### config.mk
export PLATFORM = sky130hd
export DESIGN_NAME = uart_tx
export DESIGN_NICKNAME = d
export VERILOG_FILES = /design/src/rtl/uart_tx.sv
export SDC_FILE = /design/constraint.sdc
export NUM_CORES = 1
export LEC_CHECK = 0
export BUFFER_PORTS_ARGS = -buffer_cell sky130_fd_sc_hd__buf_2
export CORE_UTILIZATION = 45
export CTS_BUF_LIST = sky130_fd_sc_hd__clkbuf_8
export CTS_CLUSTER_DIAMETER = 30
export DETAILED_ROUTE_END_ITERATION = 6
export GPL_TIMING_DRIVEN = 0
export PLACE_DENSITY = 0.65
export SETUP_SLACK_MARGIN = 0.05
export SYNTH_ARGS = -nofsm -noshare
export SYNTH_HDL_FRONTEND = slang
export SYNTH_SLANG_ARGS = --single-unit
### constraint.sdc
create_clock -name clk -period 4.2 [get_ports clk]
set_clock_uncertainty 0.15 [all_clocks]
set_input_delay 0.84 -clock clk [delete_from_list [all_inputs] [get_ports clk]]
set_output_delay 0.84 -clock clk [all_outputs]
set_load 0.01 [all_outputs]
### src/rtl/uart_tx.sv
// rtl/uart_tx.sv - UART transmit serialiser paced by a 16x oversampling baud tick
//
// Purpose:
//   Sends one frame per accepted request: start bit (0), D_BIT data bits LSB
//   first, an optional even-parity bit, then a stop period of SB_TICK ticks (1).
//   Every bit lasts 16 s_tick pulses; the line output is registered.
//
// Optional feature:
//   UART_TX_PARITY_EN - when defined, inserts an even-parity bit after the
//   data bits. Left undefined, no parity state or logic exists.
//
// Ports:
//   clk          system clock, rising edge
//   rst          synchronous reset, active-low
//   s_tick       baud oversample tick, one clk wide, 16 per bit period
//   tx_start     send request, only looked at while idle
//   din          word to send, captured on the accepted tx_start cycle
//   tx           serial line, idles high
//   busy         high while a frame is in progress
//   tx_done_tick one-clk pulse on the tick that ends the stop period

module uart_tx #(
  parameter int D_BIT   = 8,
  parameter int SB_TICK = 16
) (
  input  logic             clk,
  input  logic             rst,
  input  logic             s_tick,
  input  logic             tx_start,
  input  logic [D_BIT-1:0] din,
  output logic             tx,
  output logic             busy,
  output logic             tx_done_tick
);

  // Tick counter must reach both 15 and SB_TICK-1 (up to 31 for 2 stop bits).
  localparam int SW = ($clog2(SB_TICK) > 4) ? $clog2(SB_TICK) : 4;
  localparam int NW = ($clog2(D_BIT) > 1) ? $clog2(D_BIT) : 1;

  localparam logic [SW-1:0] BIT_LAST  = SW'(15);
  localparam logic [SW-1:0] STOP_LAST = SW'(SB_TICK - 1);
  localparam logic [NW-1:0] DATA_LAST = NW'(D_BIT - 1);

  typedef enum logic [2:0] {
    S_IDLE,
    S_START,
    S_DATA,
`ifdef UART_TX_PARITY_EN
    S_PARITY,
`endif
    S_STOP
  } state_t;

  state_t           state_q, state_d;
  logic [SW-1:0]    s_cnt_q, s_cnt_d;
  logic [NW-1:0]    n_cnt_q, n_cnt_d;
  logic [D_BIT-1:0] shreg_q, shreg_d;
  logic             tx_q, tx_d;
`ifdef UART_TX_PARITY_EN
  logic             parity_q, parity_d;
`endif

  always_comb begin
    state_d      = state_q;
    s_cnt_d      = s_cnt_q;
    n_cnt_d      = n_cnt_q;
    shreg_d      = shreg_q;
    tx_done_tick = 1'b0;
`ifdef UART_TX_PARITY_EN
    parity_d     = parity_q;
`endif

    case (state_q)
      S_IDLE: begin
        // A tick arriving with the request is not counted toward the start bit.
        if (tx_start) begin
          shreg_d = din;
          s_cnt_d = '0;
          n_cnt_d = '0;
          state_d = S_START;
`ifdef UART_TX_PARITY_EN
          parity_d = ^din;
`endif
        end
      end

      S_START: begin
        if (s_tick) begin
          if (s_cnt_q == BIT_LAST) begin
            s_cnt_d = '0;
            n_cnt_d = '0;
            state_d = S_DATA;
          end else begin
            s_cnt_d = s_cnt_q + SW'(1);
          end
        end
      end

      S_DATA: begin
        if (s_tick) begin
          if (s_cnt_q == BIT_LAST) begin
            s_cnt_d = '0;
            shreg_d = shreg_q >> 1;
            if (n_cnt_q == DATA_LAST) begin
`ifdef UART_TX_PARITY_EN
              state_d = S_PARITY;
`else
              state_d = S_STOP;
`endif
            end else begin
              n_cnt_d = n_cnt_q + NW'(1);
            end
          end else begin
            s_cnt_d = s_cnt_q + SW'(1);
          end
        end
      end

`ifdef UART_TX_PARITY_EN
      S_PARITY: begin
        if (s_tick) begin
          if (s_cnt_q == BIT_LAST) begin
            s_cnt_d = '0;
            state_d = S_STOP;
          end else begin
            s_cnt_d = s_cnt_q + SW'(1);
          end
        end
      end
`endif

      S_STOP: begin
        if (s_tick) begin
          if (s_cnt_q == STOP_LAST) begin
            // Gated by rst so an aborting reset never reports completion.
            tx_done_tick = rst;
            s_cnt_d      = '0;
            state_d      = S_IDLE;
          end else begin
            s_cnt_d = s_cnt_q + SW'(1);
          end
        end
      end

      default: state_d = S_IDLE;
    endcase
  end

  // Line level follows the upcoming state so tx changes on the same edge as
  // the state, one clk after acceptance for the start bit.
  always_comb begin
    tx_d = 1'b1;
    case (state_d)
      S_START:  tx_d = 1'b0;
      S_DATA:   tx_d = shreg_d[0];
`ifdef UART_TX_PARITY_EN
      S_PARITY: tx_d = parity_q;
`endif
      default:  tx_d = 1'b1;
    endcase
  end

  always_ff @(posedge clk) begin
    if (!rst) begin
      state_q  <= S_IDLE;
      s_cnt_q  <= '0;
      n_cnt_q  <= '0;
      shreg_q  <= '0;
      tx_q     <= 1'b1;
`ifdef UART_TX_PARITY_EN
      parity_q <= 1'b0;
`endif
    end else begin
      state_q  <= state_d;
      s_cnt_q  <= s_cnt_d;
      n_cnt_q  <= n_cnt_d;
      shreg_q  <= shreg_d;
      tx_q     <= tx_d;
`ifdef UART_TX_PARITY_EN
      parity_q <= parity_d;
`endif
    end
  end

  assign tx   = tx_q;
  assign busy = (state_q != S_IDLE);

endmodule

==> results.txt, run 1 <==
----------------------------------------------------
[Clock tree]
  H-Tree Level Count ... 1
  Number of gates resized after CTS ... 0
  Clock transition at the registers of the reported paths ... roughly 0.07 ns
  Number of buffers between clock root and the deepest sink ... 2
  TritonCTS sink count ... 19
  Buffers inserted during post-CTS setup optimization ... 0
  Clock tree from TritonCTS ... done
  Number of clock buffers inserted by TritonCTS ... 3
  Clock root cell ... sky130_fd_sc_hd__clkbuf_8
  Worst-skew pair later-pin latency ... 0.26 ns
  Cts hold-fix bufs ... 0

[Status]
  Result of the run ... completed

[Setup path]
  Crit path capture type ... output pin
  Worst EP arrival ... approximately 1.7 ns
  Startpoint types ... primary input
  Maximum fanout along the worst path ... 5
  Worst Path Class, Setup ... primary input to output pin
  Required time of the worst setup path ... around 3.2 ns
  Internal reg-to-reg setup slack ... between 2 and 2.5 ns

[GRT]
  Initial antenna violation count ... 0
  Global-route wire length before repair ... 3.387 mm
  GRT Total Usage ... between 15 and 20%
  Met3 global-route usage ... between 5 and 6%
  Maximum number of pins on one net before global-route repair ... 13
  Total congestion overflow ... 0
  Gr busiest metal ... met2
  Via count of the first global-routing pass ... between 700 and 800
  Global routing met2 resource utilization ... 29.40%
  Met1 capacity usage during global routing ... a little under a quarter

[Yosys]
  Number of synthesized flops with an enable pin ... 0
  Mux contribution to synthesized area ... 2.152%
  Flop and latch count out of synthesis ... 19
  Gate count of the mapped netlist ... 106
  Count of distinct cell types in the synthesized netlist ... 39
  Number of warnings issued by yosys ... 0
  Largest family of logic cells by synthesized area ... compound AO/OA/AOI/OAI gates
  Simple-gate share of the synthesized area ... between 20% and 30%
  Post-synthesis area per instance ... approximately 9.3 sq um
  Fraction of the mapped netlist area in compound gates ... between 20 and 25%
  Fraction of synthesis flops using an asynchronous set or reset pin ... 0%
  Cell types with the largest area share after synthesis ... sky130_fd_sc_hd__dfxtp_1 (38%), sky130_fd_sc_hd__nor2b_1 (6.3%), sky130_fd_sc_hd__a32o_1 (6.1%)
  Most instantiated flip-flop cell in the synthesis netlist ... sky130_fd_sc_hd__dfxtp_1
  Syn Std Cell Area ... between 900 and 1000 sq um
  Post-synth net total ... 121
  Cell type with the highest aggregate area in the netlist ... sky130_fd_sc_hd__dfxtp_1
  Xor/xnor cell area share of the yosys netlist ... 2.658%
  Share of the yosys chip area belonging to registers ... around two fifths
  Arithmetic-cell share of the synthesized area counting full adders, half adders and majority gates ... 3.797%
  Area share of the largest cell type after synthesis ... between 30 and 40%

[Layout]
  Proportion of layout cells with a drive suffix above 1 ... between 20 and 25%
  Register cell area after layout ... around 380 sq um
  Post-layout nets ... 140
  Post-route cell area ... about 1100 sq um
  Area Growth Syn to Fin ... 15.44%
  Multi-input logic area ... 558.0 sq um
  Count of antenna diodes in the layout ... 0
  Fill count ... 203

[Detailed routing]
  Number of search-and-repair iterations in the first detailed-routing pass ... 4
  Post-detailed-route DRC marker count ... 0
  Vias per std cell ... 5.490
  Sum of routed wire length over all layers ... 1.939 mm
  ANT nets after route ... 0
  Vias ... about 830
  Post-DR wirelength/cell ... between 10 and 15 microns
  Violation count after the first detailed-routing iteration ... 18

[Die]
  Die area ... between 2000 and 2500 sq um
  Core box area ... between 2000 and 2500 sq um
  Starting Density ... around half
  Cell row count ... 16
  Die Ht ... 48.87 microns
  Chip Width ... 48.87 microns
  I/O pin count ... 15

[Timing]
  Final setup vio count ... 0
  Final Critical Period ... ~2.7 ns
  Max Freq ... around 0.37 GHz
  Unrepaired setup endpoints after global routing ... no
  Portion of the clock cycle consumed by the worst path in the final layout ... about 64%
  Number of failing hold endpoints at the final stage ... 0
  Total Neg Setup Slack ... 0 ns
  Number of slew-limit violations in the final report ... 0

[Power and ir drop]
  Leakage ... 0.4531 nW
  Relative contribution of the clock network to total power ... between 30% and 40%
  Power dissipated by switching net loads ... approximately 0.085 mW
  Post-route total power ... ~0.36 mW
  Combinational group share of total power ... between 10 and 15%
  Reg power frac ... 52.8%
  Sw frac ... 23.88%
  Cell area power density ... around 310 nW/um^2
  Highest ir drop seen on vdd ... approximately 0.00028 V
  Total internal power ... about 0.27 mW

[Placement]
  Placed standard-cell area ... about 1100 sq um
  Routability congestion estimate ... 0.7728
  Number of port buffers ... 14
  HPWL after detailed placement ... 1.389 mm

[Worst hold path]
  Class of the tightest hold or removal check ... flip-flop to flip-flop

[Run]
  Max-capacitance violation count ... 0

----------------------------------------------------
-- stage by stage --
stage	instances	util, %	hold slack, ns	setup slack (ns)
2_1_floorplan	106	-	0.2962	1.735
3_3_place_gp	147	54.02	0.3114	1.503
3_5_place_dp	147	54.02	0.3155	1.508
4_1_cts	151	56.44	0.3347	1.508
5_1_grt	151	56.44	0.3640	1.459
6_report	151	56.44	0.3353	1.508
-- cells by family after synthesis --
| kind of cell | after synthesis |
|---|---|
| other | 1 |
| and+or+nand+nor | 37 |
| xor gates and xnor gates | 3 |
| adders and majority gates | 3 |
| buffers and inverters | 9 |
| AOI/OAI and AO/OA | 32 |
| DFF | 19 |
| muxes | 2 |
-- per-layer routing --
metal,vias to the layer above,wire [microns],part of all wire [%]
met2,10,858,44
met5,-,0,0
met4,0,11,0.57
li1,426,-,-
met1,391,1002,52
met3,2,66,3.4
-- power groups by stage --
stage	sequential (mW)	combinational [mW]	clock (mW)
floorplan	0.192	0.0276	0
global placement	0.193	0.0390	0
detailed placement	0.193	0.0399	0
CTS	0.189	0.0401	0.133
global route	0.189	0.0451	0.139
finish	0.189	0.0400	0.128
-- sequential cells by signal (all words and copies together) (netlist names) --
name and count:
n_cnt_q 3, state_q 3, s_cnt_q 4, shreg_q 8, tx 1
-- area by class of cell --
class	count	area share (%)
multi-input cells	78	48.90
flip-flops and latches	19	33.33
repair buffers	14	6.140
plain buffers	8	4.057
clock buffers	3	3.618
well taps	27	2.961
clock inverters	1	0.6579
inverters	1	0.3289
-- path summary, 6_finish.rpt --
path	start	to	cells after the start
hold / removal	n_cnt_q[1]$_SDFFE_PN0P_	n_cnt_q[1]$_SDFFE_PN0P_	1
setup / recovery	s_tick	tx_done_tick	5
hold reg to reg	n_cnt_q[1]$_SDFFE_PN0P_	n_cnt_q[1]$_SDFFE_PN0P_	1
setup reg to reg	s_cnt_q[0]$_SDFFE_PN0P_	shreg_q[0]$_SDFF_PN0_	6
-- cell usage after synthesis (all sizes together), types with 4 or more instances --
cell type / count
dfxtp: 19
nor2b: 10
nor2: 7
a22oi: 6
a32o: 6
buf: 6
o21ai: 6
a21oi: 4
nand2: 4
-- critical path, cell delays in order --
cell	delay [ns]
sky130_fd_sc_hd__buf_2	0.10
sky130_fd_sc_hd__and4_1	0.24
sky130_fd_sc_hd__and2_1	0.19
sky130_fd_sc_hd__and4b_1	0.19
sky130_fd_sc_hd__buf_2	0.13
-- layout by cell type (no fill, tap or decap), types with 3 or more instances in the layout --
cell type	instances
sky130_fd_sc_hd__ha_1	3
sky130_fd_sc_hd__a22oi_1	6
sky130_fd_sc_hd__a21oi_1	3
sky130_fd_sc_hd__a32o_1	6
sky130_fd_sc_hd__nand2_1	4
sky130_fd_sc_hd__o21ai_0	5
sky130_fd_sc_hd__nor2_1	7
sky130_fd_sc_hd__nor2b_1	10
sky130_fd_sc_hd__dfxtp_1	19
sky130_fd_sc_hd__nand2b_1	3
sky130_fd_sc_hd__clkbuf_8	3
sky130_fd_sc_hd__nand3_1	3
sky130_fd_sc_hd__buf_2	18
(Power assumes the default switching activity.)
==> inputs of run 2 (changes only) <==
--- a/config.mk
+++ b/config.mk
@@ -11,7 +11,7 @@
 export CTS_CLUSTER_DIAMETER = 30
 export DETAILED_ROUTE_END_ITERATION = 6
 export GPL_TIMING_DRIVEN = 0
-export PLACE_DENSITY = 0.65
+export PLACE_DENSITY = 0.68
 export SETUP_SLACK_MARGIN = 0.05
 export SYNTH_ARGS = -nofsm -noshare
 export SYNTH_HDL_FRONTEND = slang
==> constraint.sdc (replaced) <==
create_clock -name clk -period 2.2 [get_ports clk]
set_clock_uncertainty 0.15 [all_clocks]
set_input_delay 0.44 -clock clk [delete_from_list [all_inputs] [get_ports clk]]
set_output_delay 0.44 -clock clk [all_outputs]
set_load 0.01 [all_outputs]
==> run 2 against run 1 <==
Clock power is 89% higher. Hold slack worse by 0.039 ns. Critical endpoint unchanged. Design area is 3.1% higher. Combinational power is 99% higher. Largest power group unchanged. Via count is 3.3% higher.
==> results.txt, run 2 (synthesized netlist as in run 1, its figures left out) <==
----------------------------------------------------
[Status]
  Result of the run ... completed (unchanged)

[Die]
  I/O pin count ... 15 (unchanged)
  Core box area ... 2022 sq um (unchanged)
  Starting Density ... 48.89% (unchanged)
  Die area ... 2388 sq um (unchanged)
  Die Ht ... 48.87 microns (unchanged)
  Cell row count ... 16 (unchanged)
  Chip Width ... 48.87 microns (unchanged)

[Layout]
  Proportion of layout cells with a drive suffix above 1 ... 27.78% (was 21.77%)
  Post-route cell area ... 1176 sq um (was 1141 sq um)
  Most used cells in the layout excluding fill and tap cells ... sky130_fd_sc_hd__buf_2 (18), sky130_fd_sc_hd__dfxtp_1 (17), sky130_fd_sc_hd__nor2b_1 (10) (was sky130_fd_sc_hd__dfxtp_1 (19), sky130_fd_sc_hd__buf_2 (18), sky130_fd_sc_hd__nor2b_1 (10))
  Count of antenna diodes in the layout ... 0 (unchanged)
  Post-layout nets ... 142 (was 140)
  Most common cell after layout, fill and taps aside ... sky130_fd_sc_hd__buf_2 (was sky130_fd_sc_hd__dfxtp_1)
  Area Growth Syn to Fin ... 18.99% (was 15.44%)
  Regs by FF count ... shreg_q (8), s_cnt_q (4) (unchanged)
  Register with the most flip-flops ... shreg_q (unchanged)
  Number of flip-flops in the largest register ... 8 (unchanged)

[Setup path]
  Critical-path top delay cell ... sky130_fd_sc_hd__dfxtp_2 (was sky130_fd_sc_hd__and4_1)
  Maximum fanout along the worst path ... 4 (was 5)
  Crit path largest cell delay ... 0.37 ns (was 0.24 ns)
  Worst Path Class, Setup ... flip-flop to output pin (was primary input to output pin)
  Startpoint types ... flip-flop (was primary input)
  Number of buffers and inverters on the critical path ... 1 (was 2)
  Crit path capture type ... output pin (unchanged)
  Gate family responsible for the most delay along the worst path ... simple AND/OR/NAND/NOR gates (unchanged)
  Required time of the worst setup path ... 1.61 ns (was 3.21 ns)
  Worst EP arrival ... 1.50 ns (was 1.70 ns)
  Crit path cell chain ... ha_4, and4_4, and2_4, and4b_1, buf_2 (was buf_2, and4_1, and2_1, and4b_1, buf_2)

[GRT]
  GRT Total Usage ... 17.68% (was 18.15%)
  Total congestion overflow ... 0 (unchanged)
  Via count of the first global-routing pass ... 729 (was 780)
  Maximum number of pins on one net before global-route repair ... 12 (was 13)
  Initial antenna violation count ... 0 (unchanged)
  Global-route wire length before repair ... 3.222 mm (was 3.387 mm)

[Detailed routing]
  ANT nets after route ... 0 (unchanged)
  Violation count after the first detailed-routing iteration ... 21 (was 18)
  Sum of routed wire length over all layers ... 1.994 mm (was 1.939 mm)
  Post-DR wirelength/cell ... 13.03 microns (was 12.84 microns)
  Number of search-and-repair iterations in the first detailed-routing pass ... 4 (unchanged)
  Vias per std cell ... 5.595 (was 5.490)
  Vias ... 856 (was 829)
  Post-detailed-route DRC marker count ... 0 (unchanged)

[Timing]
  Final setup vio count ... 0 (unchanged)
  Min Hold Slack ... 0.2963 ns (was 0.3353 ns)
  Smallest setup slack after layout ... 0.1101 ns (was 1.508 ns)
  Final Critical Period ... between 2 and 2.5 ns
  Number of slew-limit violations in the final report ... 0 (unchanged)
  Total Neg Setup Slack ... 0 ns (unchanged)
  Number of failing hold endpoints at the final stage ... 0 (unchanged)
  Portion of the clock cycle consumed by the worst path in the final layout ... 94.99%
  Unrepaired setup endpoints after global routing ... yes (was no)
  Max Freq ... approximately 0.48 GHz

[Clock tree]
  Clock root cell ... sky130_fd_sc_hd__clkbuf_8 (unchanged)
  Number of clock buffers inserted by TritonCTS ... 3 (unchanged)
  TritonCTS sink count ... 19 (unchanged)
  Number of buffers between clock root and the deepest sink ... 2 (unchanged)
  Worst-skew pair later-pin latency ... 0.26 ns (about the same)
  Cts hold-fix bufs ... 0 (unchanged)
  Clock tree from TritonCTS ... done (unchanged)
  H-Tree Level Count ... 1 (unchanged)
  Clock transition at the registers of the reported paths ... 0.07 ns (about the same)

[Placement]
  Place WS ... 0.2574 ns (was 1.508 ns)
  Number of port buffers ... 14 (unchanged)
  Routability congestion estimate ... 0.7606 (was 0.7728)
  Placed standard-cell area ... 1092 sq um (unchanged)
  HPWL after detailed placement ... 1.412 mm (was 1.389 mm)

[Power and ir drop]
  Cell area power density ... 580.1 nW/um^2 (was 313.0 nW/um^2)
  Leakage ... 0.4682 nW (was 0.4531 nW)
  Highest ir drop seen on vdd ... 0.0004299 V (was 0.0002774 V)
  Post-route total power ... 0.6823 mW (was 0.3572 mW)

[Worst hold path]
  Class of the tightest hold or removal check ... primary input to flip-flop (was flip-flop to flip-flop)

[Run]
  Max-capacitance violation count ... 0 (unchanged)

----------------------------------------------------
## run 2: what timing repair did
action                                  CTS  global route
resized for setup                         4             3
buffers inserted                          0             2
endpoints found under the setup margin    1             2
pin swaps                                 0             1
cloned                                    0             0
## run 2: worst reg2reg max path, cell delays in order, from the launching register on
cell	delay, ns
sky130_fd_sc_hd__dfxtp_2	0.37
sky130_fd_sc_hd__ha_4	0.15
sky130_fd_sc_hd__and4_4	0.25
sky130_fd_sc_hd__buf_4	0.12
sky130_fd_sc_hd__clkbuf_1	0.36
sky130_fd_sc_hd__mux2i_1	0.13
sky130_fd_sc_hd__o21ai_0	0.24
sky130_fd_sc_hd__nor2_1	0.07
## run 2: report_power, final
group	leakage (nW)	internal, mW	switching, mW
combinational	0.287	0.0392	0.0403
clock	0.0255	0.126	0.116
sequential	0.156	0.355	0.00606
## run 2: worst paths after layout
check                           from                 endpoint  slack, ns  cells past startpoint
min reg2reg  n_cnt_q[1]$_SDFFE_PN0P_  n_cnt_q[1]$_SDFFE_PN0P_       0.33                      1
max          s_cnt_q[0]$_SDFFE_PN0P_             tx_done_tick       0.11                      5
max reg2reg  s_cnt_q[0]$_SDFFE_PN0P_  s_cnt_q[0]$_SDFFE_PN0P_       0.24                      7
min                           din[0]    shreg_q[0]$_SDFF_PN0_       0.30                      3
## run 2: cell type report
class	count	area (sq um)
clock buffers	3	41.29
flip-flops and latches	19	382.9
inverters	1	3.754
repair buffers	16	85.08
well taps	27	33.78
fillers	191	845.8
multi-input cells	78	578.1
clock inverters	1	5.005
plain buffers	8	46.29
## run 2: routing by layer
layer | vias to the layer above | global-route usage, % | share of wire, %
met1 | 402 | 23.79 | 49
met5 | - | 0 | 0
met2 | 16 | 26.62 | 46
li1 | 432 | - | -
met4 | 0 | 10.29 | 2.1
met3 | 6 | 2.804 | 2.8
## run 2: per-stage QoR
step                      std cells  util [%]
final                           153     58.17
after global routing            153     58.17
after CTS                       151     56.68
after detailed placement        147     54.02
after global placement          147     54.02
after floorplan                 106         -
==> inputs of run 3 (changes only) <==
--- a/config.mk
+++ b/config.mk
@@ -12,6 +12,7 @@
 export DETAILED_ROUTE_END_ITERATION = 6
 export GPL_TIMING_DRIVEN = 0
 export PLACE_DENSITY = 0.68
+export RECOVER_POWER = 100
 export SETUP_SLACK_MARGIN = 0.05
 export SYNTH_ARGS = -nofsm -noshare
 export SYNTH_HDL_FRONTEND = slang
==> run 3 against run 2 <==
First-iteration DRC count grew 14%. Largest power group unchanged. Global-route usage is the same. Via count shrank 0.35%. Combinational power shrank 2.8%. Worst setup slack gained 0.0014 ns. Highest routed layer unchanged. Flip-flop and latch count is the same. Design area shrank 1.2%. Hold slack gained 0.00090 ns. Utilization shrank 0.68 points. Non-clock buffer count is the same. Fmax is essentially flat.
==> results.txt, run 3 (synthesized netlist as in run 1, its figures left out) <==
----------------------------------------------------
[Status]
  Result of the run ... completed (unchanged)

[Timing]
  Final Critical Period ... 2.088 ns (was 2.090 ns)
  Number of slew-limit violations in the final report ... 0 (unchanged)
  Portion of the clock cycle consumed by the worst path in the final layout ... 94.93% (was 94.99%)
  Min Hold Slack ... 0.2972 ns (was 0.2963 ns)
  Number of failing hold endpoints at the final stage ... 0 (unchanged)
  Max Freq ... 0.4788 GHz (was 0.4785 GHz)
  Final setup vio count ... 0 (unchanged)
  Total Neg Setup Slack ... 0 ns (unchanged)
  Smallest setup slack after layout ... 0.1115 ns (was 0.1101 ns)
  Unrepaired setup endpoints after global routing ... yes (unchanged)

[Layout]
  Post-route non-filler standard cell count ... 153 (unchanged)
  Count of antenna diodes in the layout ... 0 (unchanged)
  Proportion of layout cells with a drive suffix above 1 ... 25.40% (was 27.78%)
  Register with the most flip-flops ... shreg_q (unchanged)
  Post-layout nets ... 142 (unchanged)
  Area Growth Syn to Fin ... 17.59% (was 18.99%)
  Most used cells in the layout excluding fill and tap cells ... sky130_fd_sc_hd__dfxtp_1 (17), sky130_fd_sc_hd__buf_2 (15), sky130_fd_sc_hd__nor2b_1 (10) (was sky130_fd_sc_hd__buf_2 (18), sky130_fd_sc_hd__dfxtp_1 (17), sky130_fd_sc_hd__nor2b_1 (10))
  Number of flip-flops in the largest register ... 8 (unchanged)
  Most common cell after layout, fill and taps aside ... sky130_fd_sc_hd__dfxtp_1 (was sky130_fd_sc_hd__buf_2)
  Regs by FF count ... shreg_q (8), s_cnt_q (4) (unchanged)

[Clock tree]
  Clock transition at the registers of the reported paths ... 0.07 ns (about the same)
  Number of buffers between clock root and the deepest sink ... 2 (unchanged)
  Clock root cell ... sky130_fd_sc_hd__clkbuf_8 (unchanged)
  H-Tree Level Count ... 1 (unchanged)
  Worst-skew pair later-pin latency ... 0.26 ns (about the same)
  Number of clock buffers inserted by TritonCTS ... 3 (unchanged)
  Clock tree from TritonCTS ... done (unchanged)
  TritonCTS sink count ... 19 (unchanged)

[GRT]
  Maximum number of pins on one net before global-route repair ... 12 (unchanged)
  Global-route wire length before repair ... 3.222 mm (unchanged)
  Total congestion overflow ... 0 (unchanged)
  Via count of the first global-routing pass ... 729 (unchanged)
  Initial antenna violation count ... 0 (unchanged)
  GRT Total Usage ... 17.68% (unchanged)

[Detailed routing]
  ANT nets after route ... 0 (unchanged)
  Post-DR wirelength/cell ... 13.05 microns (was 13.03 microns)
  Vias ... 853 (was 856)
  Post-detailed-route DRC marker count ... 0 (unchanged)
  Sum of routed wire length over all layers ... 1.997 mm (was 1.994 mm)
  Vias per std cell ... 5.575 (was 5.595)
  Violation count after the first detailed-routing iteration ... 24 (was 21)
  Number of search-and-repair iterations in the first detailed-routing pass ... 4 (unchanged)

[Placement]
  Place WS ... 0.2574 ns (unchanged)
  Routability congestion estimate ... 0.7606 (unchanged)
  Number of port buffers ... 14 (unchanged)
  HPWL after detailed placement ... 1.412 mm (unchanged)
  Post-Place Cells ... 147 (unchanged)

[Setup path]
  Startpoint types ... flip-flop (unchanged)
  Worst r2r dst ... s_cnt_q[0]$_SDFFE_PN0P_ (unchanged)
  Worst Path Class, Setup ... flip-flop to output pin (unchanged)
  Maximum fanout along the worst path ... 4 (unchanged)
  Crit path capture type ... output pin (unchanged)
  Worst EP arrival ... 1.50 ns (about the same)
  Internal reg-to-reg setup slack ... 0.22 ns (was 0.24 ns)
  Worst Reg-to-Reg Cells ... 7 (unchanged)
  Crit. Startpoint ... s_cnt_q[0]$_SDFFE_PN0P_ (unchanged)
  Launch point of the worst reg-to-reg path ... s_cnt_q[0]$_SDFFE_PN0P_ (unchanged)
  Required time of the worst setup path ... 1.61 ns (about the same)

[Power and ir drop]
  Post-route total power ... 0.6791 mW (was 0.6823 mW)
  Highest ir drop seen on vdd ... 0.0004291 V (was 0.0004299 V)
  Leakage ... 0.4609 nW (was 0.4682 nW)
  Cell area power density ... 584.3 nW/um^2 (was 580.1 nW/um^2)

[Worst hold path]
  Hold depth ... 3 (unchanged)
  Startpoint of the worst hold path ... din[0] (unchanged)
  Class of the tightest hold or removal check ... primary input to flip-flop (unchanged)
  Worst hold endpoint ... shreg_q[0]$_SDFF_PN0_ (unchanged)

[Die]
  Die area ... 2388 sq um (unchanged)
  Die Ht ... 48.87 microns (unchanged)
  I/O pin count ... 15 (unchanged)
  Core box area ... 2022 sq um (unchanged)
  Chip Width ... 48.87 microns (unchanged)
  Starting Density ... 48.89% (unchanged)
  Cell row count ... 16 (unchanged)

[Run]
  Max-capacitance violation count ... 0 (unchanged)

----------------------------------------------------
[run 3: worst max path at each step]
stage,slack [ns],cells after the start,to
floorplan,0.45,4,tx_done_tick
global placement,0.28,5,tx_done_tick
detailed placement,0.26,6,s_cnt_q[0]$_SDFFE_PN0P_
CTS,0.06,5,tx_done_tick
global route,0.04,5,tx_done_tick
finish,0.11,5,tx_done_tick
[run 3: worst max-delay path, cell delays in order, from the launching register on]
cell,delay (ns)
sky130_fd_sc_hd__dfxtp_2,0.37
sky130_fd_sc_hd__ha_4,0.15
sky130_fd_sc_hd__and4_4,0.25
sky130_fd_sc_hd__and2_4,0.15
sky130_fd_sc_hd__and4b_1,0.20
sky130_fd_sc_hd__buf_2,0.13
[run 3: power breakdown]
group / total (mW) / switching, mW / leakage, nW / internal [mW]
logic: 0.0773 / 0.0393 / 0.280 / 0.0379
clock network: 0.241 / 0.115 / 0.0255 / 0.126
registers: 0.361 / 0.00604 / 0.156 / 0.355
[run 3: layout make-up]
class | count | area [sq um]
clock buffers | 3 | 41.29
fillers | 194 | 859.6
repair buffers | 16 | 83.83
flip-flops and latches | 19 | 382.9
multi-input cells | 78 | 566.8
clock inverters | 1 | 5.005
plain buffers | 8 | 45.04
inverters | 1 | 3.754
well taps | 27 | 33.78
[run 3: layer usage]
metal / track usage, % / routed length (microns) / vias up
li1: - / - / 433
met1: 23.79 / 990 / 400
met2: 26.62 / 907 / 15
met3: 2.804 / 56 / 5
met4: 10.29 / 42 / 0
met5: 0 / 0 / -
[run 3: timing repair]
| action | in CTS | in global routing |
|---|---|---|
| setup buffers | 0 | 2 |
| gates resized for setup | 4 | 3 |
| endpoints found under the setup margin | 1 | 2 |
| pin swaps | 0 | 1 |
| hold buffers | 0 | 0 |
[run 3: metrics by stage]
step                area [sq um]  utilization, %
global placement            1092           54.02
detailed placement          1092           54.02
global route                1162           57.49
floorplan                  988.4               -
finish                      1162           57.49
CTS                         1146           56.68
